<file path="src/rtl/instr_encoder_loader_if.sv">
// instr_encoder_loader_if: decoded-field stream feeding the instruction encoder.
// The master drives the fields and valid; the slave returns ready.
interface instr_encoder_loader_if;
  logic        in_valid;
  logic        in_ready;
  logic [2:0]  in_kind;
  logic [2:0]  in_funct3;
  logic        in_f7b5;
  logic [4:0]  in_rd;
  logic [4:0]  in_rs1;
  logic [4:0]  in_rs2;
  logic [20:0] in_imm;
  logic        in_last;

  modport master (
    output in_valid, in_kind, in_funct3, in_f7b5,
    output in_rd, in_rs1, in_rs2, in_imm, in_last,
    input  in_ready
  );

  modport slave (
    input  in_valid, in_kind, in_funct3, in_f7b5,
    input  in_rd, in_rs1, in_rs2, in_imm, in_last,
    output in_ready
  );
endinterface

</file>
<file path="src/rtl/instr_encoder_loader.sv">
// instr_encoder_loader: encodes decoded fields into RV32I words and loads imem.
// Define IMM_RANGE_CHECK_EN to reject out-of-range or misaligned immediates.
module instr_encoder_loader #(
  parameter int ADDR_W    = 8,
  parameter int BASE_ADDR = 0
) (
  input  logic                  clk,
  input  logic                  rst,
  input  logic                  start,
  instr_encoder_loader_if.slave fld,
  output logic                  mem_we,
  output logic [ADDR_W-1:0]     mem_addr,
  output logic [31:0]           mem_wdata,
  output logic                  busy,
  output logic                  done,
  output logic                  err,
  output logic [ADDR_W:0]       count
);

  localparam logic [ADDR_W-1:0] BASE = ADDR_W'(BASE_ADDR);
  localparam logic [ADDR_W-1:0] AMAX = '1;

  typedef enum logic [1:0] {
    S_IDLE,
    S_ACCEPT,
    S_WRITE,
    S_FIN
  } state_t;

  state_t      state, nstate;
  logic [31:0] enc;
  logic        bad;
  logic        last_q;
  logic        at_end;

  logic [20:0] imm;
  logic [4:0]  rd, rs1, rs2;
  logic [2:0]  f3;

  assign imm    = fld.in_imm;
  assign rd     = fld.in_rd;
  assign rs1    = fld.in_rs1;
  assign rs2    = fld.in_rs2;
  assign f3     = fld.in_funct3;
  assign at_end = last_q || (mem_addr == AMAX);

`ifdef IMM_RANGE_CHECK_EN
  logic ok12, ok13;
  assign ok12 = (&imm[20:11]) || !(|imm[20:11]);
  assign ok13 = (&imm[20:12]) || !(|imm[20:12]);
`endif

  always_comb begin
    enc = '0;
    bad = 1'b0;
    unique case (fld.in_kind)
      3'd0: enc = {imm[11:0], rs1, f3, rd, 7'b0000011};
      3'd1: enc = {imm[11:5], rs2, rs1, f3, imm[4:0], 7'b0100011};
      3'd2: enc = {1'b0, fld.in_f7b5, 5'b00000, rs2, rs1, f3, rd,
                   7'b0110011};
      3'd3: enc = {imm[12], imm[10:5], rs2, rs1, 3'b000, imm[4:1],
                   imm[11], 7'b1100011};
      3'd4: enc = {imm[11:0], rs1, f3, rd, 7'b0010011};
      3'd5: enc = {imm[20], imm[10:1], imm[11], imm[19:12], rd,
                   7'b1101111};
      default: bad = 1'b1;
    endcase
`ifdef IMM_RANGE_CHECK_EN
    unique case (fld.in_kind)
      3'd0, 3'd1, 3'd4: if (!ok12) bad = 1'b1;
      3'd3: if (!ok13 || imm[0]) bad = 1'b1;
      3'd5: if (imm[0]) bad = 1'b1;
      default: ;
    endcase
`endif
  end

  always_ff @(posedge clk or negedge rst) begin
    if (!rst) state <= S_IDLE;
    else      state <= nstate;
  end

  always_comb begin
    nstate = state;
    unique case (state)
      S_IDLE:   if (start) nstate = S_ACCEPT;
      S_ACCEPT: if (fld.in_valid) begin
        if (!bad)             nstate = S_WRITE;
        else if (fld.in_last) nstate = S_FIN;
      end
      S_WRITE:  nstate = at_end ? S_FIN : S_ACCEPT;
      S_FIN:    nstate = S_IDLE;
      default:  nstate = S_IDLE;
    endcase
  end

  always_comb begin
    fld.in_ready = (state == S_ACCEPT);
    mem_we       = (state == S_WRITE);
    busy         = (state != S_IDLE);
    done         = (state == S_FIN);
  end

  // Datapath registers; address holds at the top word instead of wrapping.
  always_ff @(posedge clk or negedge rst) begin
    if (!rst) begin
      mem_addr  <= BASE;
      mem_wdata <= '0;
      count     <= '0;
      err       <= 1'b0;
      last_q    <= 1'b0;
    end else begin
      unique case (state)
        S_IDLE: if (start) begin
          err      <= 1'b0;
          count    <= '0;
          mem_addr <= BASE;
        end
        S_ACCEPT: if (fld.in_valid) begin
          if (bad) begin
            err <= 1'b1;
          end else begin
            mem_wdata <= enc;
            last_q    <= fld.in_last;
          end
        end
        S_WRITE: begin
          count <= count + 1'b1;
          if (!last_q) begin
            if (mem_addr == AMAX) err <= 1'b1;
            else                  mem_addr <= mem_addr + 1'b1;
          end
        end
        default: ;
      endcase
    end
  end

endmodule

</file>
<file path="src/flat_wrapper.sv">
// flat-port wrapper written by rule: the top's interface ports become plain ports
module instr_encoder_loader_flat 
#(
  parameter int ADDR_W    = 8,
  parameter int BASE_ADDR = 0
)
  (clk, rst, start, mem_we, mem_addr, mem_wdata, busy, done, err, count, fld_in_valid, fld_in_kind, fld_in_funct3, fld_in_f7b5, fld_in_rd, fld_in_rs1, fld_in_rs2, fld_in_imm, fld_in_last, fld_in_ready);
  instr_encoder_loader_if fld_i ();
  input  logic clk;
  input  logic rst;
  input  logic start;
  output logic mem_we;
  output logic [ADDR_W-1:0] mem_addr;
  output logic [31:0] mem_wdata;
  output logic busy;
  output logic done;
  output logic err;
  output logic [ADDR_W:0] count;
  input wire logic [$bits(fld_i.in_valid)-1:0] fld_in_valid;
  input wire logic [$bits(fld_i.in_kind)-1:0] fld_in_kind;
  input wire logic [$bits(fld_i.in_funct3)-1:0] fld_in_funct3;
  input wire logic [$bits(fld_i.in_f7b5)-1:0] fld_in_f7b5;
  input wire logic [$bits(fld_i.in_rd)-1:0] fld_in_rd;
  input wire logic [$bits(fld_i.in_rs1)-1:0] fld_in_rs1;
  input wire logic [$bits(fld_i.in_rs2)-1:0] fld_in_rs2;
  input wire logic [$bits(fld_i.in_imm)-1:0] fld_in_imm;
  input wire logic [$bits(fld_i.in_last)-1:0] fld_in_last;
  output wire logic [$bits(fld_i.in_ready)-1:0] fld_in_ready;
  assign fld_i.in_valid = fld_in_valid;
  assign fld_i.in_kind = fld_in_kind;
  assign fld_i.in_funct3 = fld_in_funct3;
  assign fld_i.in_f7b5 = fld_in_f7b5;
  assign fld_i.in_rd = fld_in_rd;
  assign fld_i.in_rs1 = fld_in_rs1;
  assign fld_i.in_rs2 = fld_in_rs2;
  assign fld_i.in_imm = fld_in_imm;
  assign fld_i.in_last = fld_in_last;
  assign fld_in_ready = fld_i.in_ready;
  instr_encoder_loader #(.ADDR_W(ADDR_W), .BASE_ADDR(BASE_ADDR)) u_core (.clk(clk), .rst(rst), .start(start), .fld(fld_i), .mem_we(mem_we), .mem_addr(mem_addr), .mem_wdata(mem_wdata), .busy(busy), .done(done), .err(err), .count(count));
endmodule
</file>
<file path="config.mk">
export PLATFORM = sky130hd
export DESIGN_NAME = instr_encoder_loader_flat
export DESIGN_NICKNAME = d
export VERILOG_FILES = /design/src/rtl/instr_encoder_loader_if.sv /design/src/rtl/instr_encoder_loader.sv /design/src/flat_wrapper.sv
export SDC_FILE = /design/constraint.sdc
export NUM_CORES = 1
export LEC_CHECK = 0
export CORE_ASPECT_RATIO = 0.5
export CORE_MARGIN = 2
export CORE_UTILIZATION = 40
export CTS_CLUSTER_DIAMETER = 40
export DETAILED_ROUTE_END_ITERATION = 8
export PLACE_DENSITY = 0.77
export SLEW_MARGIN = 20
export SYNTH_ARGS = -nofsm -noshare
export SYNTH_HDL_FRONTEND = slang
export SYNTH_SLANG_ARGS = --single-unit
</file>
<file path="constraint.sdc">
create_clock -name clk -period 1.8 [get_ports clk]
set_input_delay 0.36 -clock clk [delete_from_list [all_inputs] [get_ports clk]]
set_output_delay 0.36 -clock clk [all_outputs]
set_load 0.05 [all_outputs]
</file>
Word-level counts from Yosys, hierarchy flattened
Index checks and enable logic that the tools add are counted.
{ "totals": {"output_inout_bits": 54, "register_bits": 53, "in_bits": 48, "word_cells": 55} }
{ "op_classes": {"muxes": 19, "add_sub_neg": 2, "reduce_logical": 12, "eq_ne": 16} }
{ "op_table": {"columns": ["cell", "n"], "rows": [
  ["$pmux 32 s6", 1],
  ["$mux 8", 3],
  ["$pmux 9 s2", 1],
  ["$pmux 8 s2", 1],
  ["$mux 2", 5],
  ["$ne 2x2->1 const B", 5],
  ["$add 9x1->9 const B", 1],
  ["$mux 9", 1],
  ["$add 8x1->8 const B", 1],
  ["$eq 8x8->1 const B", 1],
  ["$pmux 2 s4", 1],
  ["$eq 3x2->1 const B", 2],
  ["$eq 3x3->1 const B", 2],
  ["$reduce_and 3->1", 2],
  ["$reduce_and 6->1", 1],
  ["$reduce_or 6->1", 1],
  ["$mux 1", 5],
  ["$eq 2x2->1 const B", 2],
  ["$reduce_and 4->1", 1],
  ["$reduce_bool 2->1", 2],
  ["$eq 3x1->1 const B", 1],
  ["$logic_not 3->1", 1],
  ["$ne 3x3->1 const B", 1],
  ["$pmux 1 s3", 1],
  ["6 further kinds", 6]
]} }

Logic depth before layout (Yosys ltp)
{ "depth": {"ltp_word": 5, "mapped_depth": 8, "depth_no_buf": 6} }

Least setup slack after synthesis
Ideal clock, no wire load.
{ "synth_timing": {"path_type": "register -> register", "from": "register u_core.state[0]", "to": "register u_core.count[8]", "slack_ns": -0.326, "path_buffers": 2, "arrival_ns": 1.979, "path_stages_with_launch": 9, "period_less_slack_ns": 2.126, "required_ns": 1.653, "path_cell_list": "dfrtp_1 -> inv_1 -> ha_1 -> buf_4 -> mux2i_1 -> buf_2 -> nor3_1 -> xnor2_1 -> nor2_1"} }
{ "synth_between": {"elab_chain_cells": 3, "elab_cells_between_ends": 6} }
{ "synth_rtl": {"columns": ["item", "line", "rtl"], "rows": [
  ["start, declared", "instr_encoder_loader.sv:30", "state_t state, nstate;"],
  ["start signal, assigned", "instr_encoder_loader.sv:80", "else state <= nstate;"],
  ["$eq 2x2->1 (*)", null, null],
  ["via mem_we", "flat_wrapper.sv:12", "output logic mem_we;"],
  ["$reduce_bool 2->1 (no line)", null, null],
  ["$reduce_and 2->1 (no line)", null, null],
  ["end signal, assigned", "instr_encoder_loader.sv:128", "count <= count + 1'b1;"],
  ["end, declared", "instr_encoder_loader.sv:17", "output logic [ADDR_W:0] count"]
]} }
Mark *: on every way through the listed nets, which the timed path passes. The rest lies on a longest branch.
A chain may end at the register's enable or synchronous reset.

Worst setup path after layout
{ "layout_timing": {"from": "register u_core.state[1]", "to": "register u_core.state[1]"} }
{ "layout_between": {"elab_chain_cells": 3, "elab_cells_between_ends": 9} }
{ "layout_rtl": {"columns": ["item", "line", "rtl"], "rows": [
  ["$eq 2x1->1 or $logic_not 2->1 (tied branches)", "instr_encoder_loader.sv:85", "unique case (state)"],
  ["$ne 3x3->1 (no line) or $ne 2x2->1 (tied branches)", null, null],
  ["$reduce_and 3->1 (no line)", null, null]
]} }
Several ways; a longest one is shown, not always the timed one.

==> results.sh <==
export IMPL_die_x_um=120
export IMPL_synth_area_um2=2700
export IMPL_p_per_area_nw_per_um2=1690
export IMPL_firstDrtPassIters=4
export IMPL_root_buffer="clkbuf_16"
export IMPL_drc=0
export IMPL_die_area_um2=7460
export IMPL_drv_slew=0
export IMPL_antenna_found_initial=0
export IMPL_syn_avg_cell_area_um2=9.40
export IMPL_tightest_slew_ns=0.558
export IMPL_worstReg2RegStart="u_core.state[1]$_DFFE_PN0P_"
export IMPL_drt_iter0_markers=146
export IMPL_synth_seq_cells=51
export IMPL_track_usage=0.199
export IMPL_final_hold_viol_count=0
export IMPL_die_h_um=62.1
export IMPL_dr_wl_met2_um=3830
export IMPL_fp_row_count=21
export IMPL_synth_edf_count=0
export IMPL_cts_buffers=5
export IMPL_area_growth_syn_to_layout_pct=55.0
export IMPL_ctsHtreeMaxLevel=2
export IMPL_dp_hpwl_um=5710
export IMPL_max_slew_margin_rel=0.624
export IMPL_vias_per_cell=5.23
export IMPL_grt_max_degree=52
export IMPL_worstPathMaxFanout=5
export IMPL_async_reset_ff_frac=1.00
export IMPL_synth_fp_nets=342
export IMPL_setup_viol=0
export IMPL_gp_congestion=0.853
export IMPL_r2r_cells=6
export IMPL_crit_path_end_kind="flop"
export IMPL_wl_met3_um=248
export IMPL_io_pins=102
export IMPL_ys_warnings_count=0
export IMPL_status="complete, no violations"
export IMPL_routedWlPerCell_um=14.6
export IMPL_rsz0062_at_grt="false"
export IMPL_startpoint="u_core.state[1]$_DFFE_PN0P_"
export IMPL_finalCritPeriodShare=0.938
export IMPL_synth_ff_type="dfrtp_1"
export IMPL_tritoncts="done"
export IMPL_port_buffers=101
export IMPL_grt_pass1_vias=2535
export IMPL_grt_pass1_wl_um=11800
export IMPL_p_total_mw=7.07
export IMPL_leakage_nw=1.91
export IMPL_start_util=0.409
export IMPL_fillers=569
export IMPL_wirelength_um=7390
export IMPL_clk_latency_ns=0.29
export IMPL_final_nets=467
export IMPL_ys_types=54
export IMPL_drive_above_1_share=0.298
export IMPL_hold_ws_ns=0.0487
export IMPL_maxClockFrequency_mhz=592
export IMPL_topRoutingLayerUsed="met4"
export IMPL_path_class="reg -> reg"
export IMPL_clock_sinks=51
export IMPL_hold_class="in -> async"
export IMPL_skew_ns=0.00530
export IMPL_antennaDiodeCount=0
export IMPL_cap_violations=0
export IMPL_fin_crit_ns=1.69
export IMPL_seq_area_frac_synth=0.473
export IMPL_synthCells=287
export IMPL_num_vias=2640
export IMPL_clockBufferDepth=2
export IMPL_ant_nets=0
export IMPL_cp_start_kind="flop"
export IMPL_cp_required_ns=1.97
export IMPL_arrival_ns=1.86
export IMPL_grt_overflow=0
export IMPL_vdd_drop_max_mv=0.598
export IMPL_coreArea_um2=6600
export IMPL_wl_met1_um=3200
export IMPL_cts_reportedPaths_clkPinSlew_ns=0.06
[where the power goes]
part,switching (mW),total [mW],internal (mW)
clock,0.405,1.20,0.797
combinational,2.56,4.03,1.47
sequential,0.293,1.84,1.55
total,3.25,7.07,3.82
[worst paths after layout]
| check | slack (ns) | to |
|---|---|---|
| max reg2reg | 0.11 | u_core.state[1]$_DFFE_PN0P_ |
| max in group asynchronous | 1.48 | u_core.mem_addr[0]$_DFFE_PN0P_ |
| min in group clk | 0.48 | u_core.mem_wdata[21]$_DFFE_PN0P_ |
| max | 0.11 | u_core.state[1]$_DFFE_PN0P_ |
| min reg2reg | 0.48 | u_core.mem_wdata[21]$_DFFE_PN0P_ |
| min | 0.05 | u_core.mem_wdata[29]$_DFFE_PN0P_ |
[critical path, stage by stage (launching register included)]
cell and delay (ns):
dfrtp_1 0.40, inv_2 0.10, ha_2 0.22, or2b_2 0.31, buf_4 0.16, o311a_1 0.13
a31o_2 0.26
[placed cells by master (no fill, tap or decap), types with 3 or more instances in the layout]
cell	instances
nand4_1	3
buf_4	81
a31oi_1	3
xnor2_1	4
clkdlybuf4s50_1	46
a22oi_1	9
a21oi_1	9
ha_1	3
nand2b_1	5
nor4_2	3
a221o_1	6
o211ai_1	4
buf_12	6
nor2_1	18
a21o_1	4
dfrtp_2	7
nand2_1	48
dfrtp_1	44
nor2b_1	3
nor3_1	3
o21ai_0	28
a22o_1	4
clkbuf_16	5
nand3_1	10
inv_1	5
or3_1	4
nand3b_1	3
[what timing repair did]
item                                    4_1_cts  5_1_grt
endpoints found under the setup margin        0       14
hold buffers                                  0        0
hold endpoints to repair                      0        0
resized for setup                             0        6
setup buffers                                 0        2
[flip-flops by register name, summed over array words and instances (netlist names)]
name,count
u_core.mem_wdata,30
u_core.state,2
u_core.mem_addr,8
u_core.err,1
u_core.count,9
u_core.last_q,1
[cell type report]
| cell class | instances | area [um^2] | share of cell area |
|---|---|---|---|
| Tap cell | 92 | 115 | 0.0275 |
| Clock buffer | 6 | 129 | 0.0308 |
| Inverter | 7 | 26.3 | 0.00628 |
| Timing Repair Buffer | 134 | 1190 | 0.285 |
| Sequential cell | 51 | 1280 | 0.307 |
| Multi-Input combinational cell | 213 | 1380 | 0.329 |
| Clock inverter | 2 | 60.1 | 0.0144 |
[synth_stat cells, types with 2 or more instances]
cell type / number / share of area
a22oi_1: 9 / 0.025
dfrtp_1: 51 / 0.47
nor2b_1: 3 / 0.0070
mux2i_1: 2 / 0.0074
a221o_1: 6 / 0.022
a21oi_1: 9 / 0.017
nand3_1: 11 / 0.020
nor4b_1: 2 / 0.0065
nor2_1: 18 / 0.025
o21bai_1: 2 / 0.0056
nand2b_1: 5 / 0.012
nor4_1: 2 / 0.0046
and4_1: 2 / 0.0065
o21ai_0: 28 / 0.052
a22o_1: 4 / 0.013
nand4_1: 3 / 0.0070
mux2_2: 2 / 0.0083
buf_2: 5 / 0.0093
nor4_2: 2 / 0.0093
or3_1: 4 / 0.0093
a31oi_1: 3 / 0.0070
ha_1: 7 / 0.032
nand3b_1: 3 / 0.0083
nand2_1: 48 / 0.067
xnor2_1: 4 / 0.013
inv_1: 7 / 0.0097
o211ai_1: 4 / 0.011
a21o_1: 4 / 0.011
nor3_1: 4 / 0.0074
clkbuf_1: 6 / 0.0083
buf_4: 4 / 0.011
[per-layer routing]
metal,up-vias,global-route usage
met5,-,0
met1,1278,0.254
li1,1296,-
met2,56,0.358
met4,0,0.0605
met3,10,0.0383
[cell families after synthesis]
kind of cell | after synthesis | share of synthesized area
and+or+nand+nor | 116 | 0.217
AOI/OAI and AO/OA | 80 | 0.199
DFF | 51 | 0.473
buffers and inverters | 23 | 0.0427
adders and majority gates | 7 | 0.0325
xor gates and xnor gates | 5 | 0.0162
muxes | 5 | 0.0199
[metrics by stage]
step / utilization / setup slack, ns / instances / TNS [ns] / instance area [um^2]
floorplan: - / -0.0738 / 287 / -0.635 / 2750
global placement: 0.600 / -0.0737 / 495 / -0.388 / 3960
detailed placement: 0.600 / -0.107 / 495 / -1.41 / 3960
CTS: 0.629 / 0.0248 / 503 / 0 / 4150
global route: 0.634 / 0.0257 / 505 / 0 / 4180
finish: 0.634 / 0.111 / 505 / 0 / 4180
No activity file was read; power rests on OpenSTA's default activity.
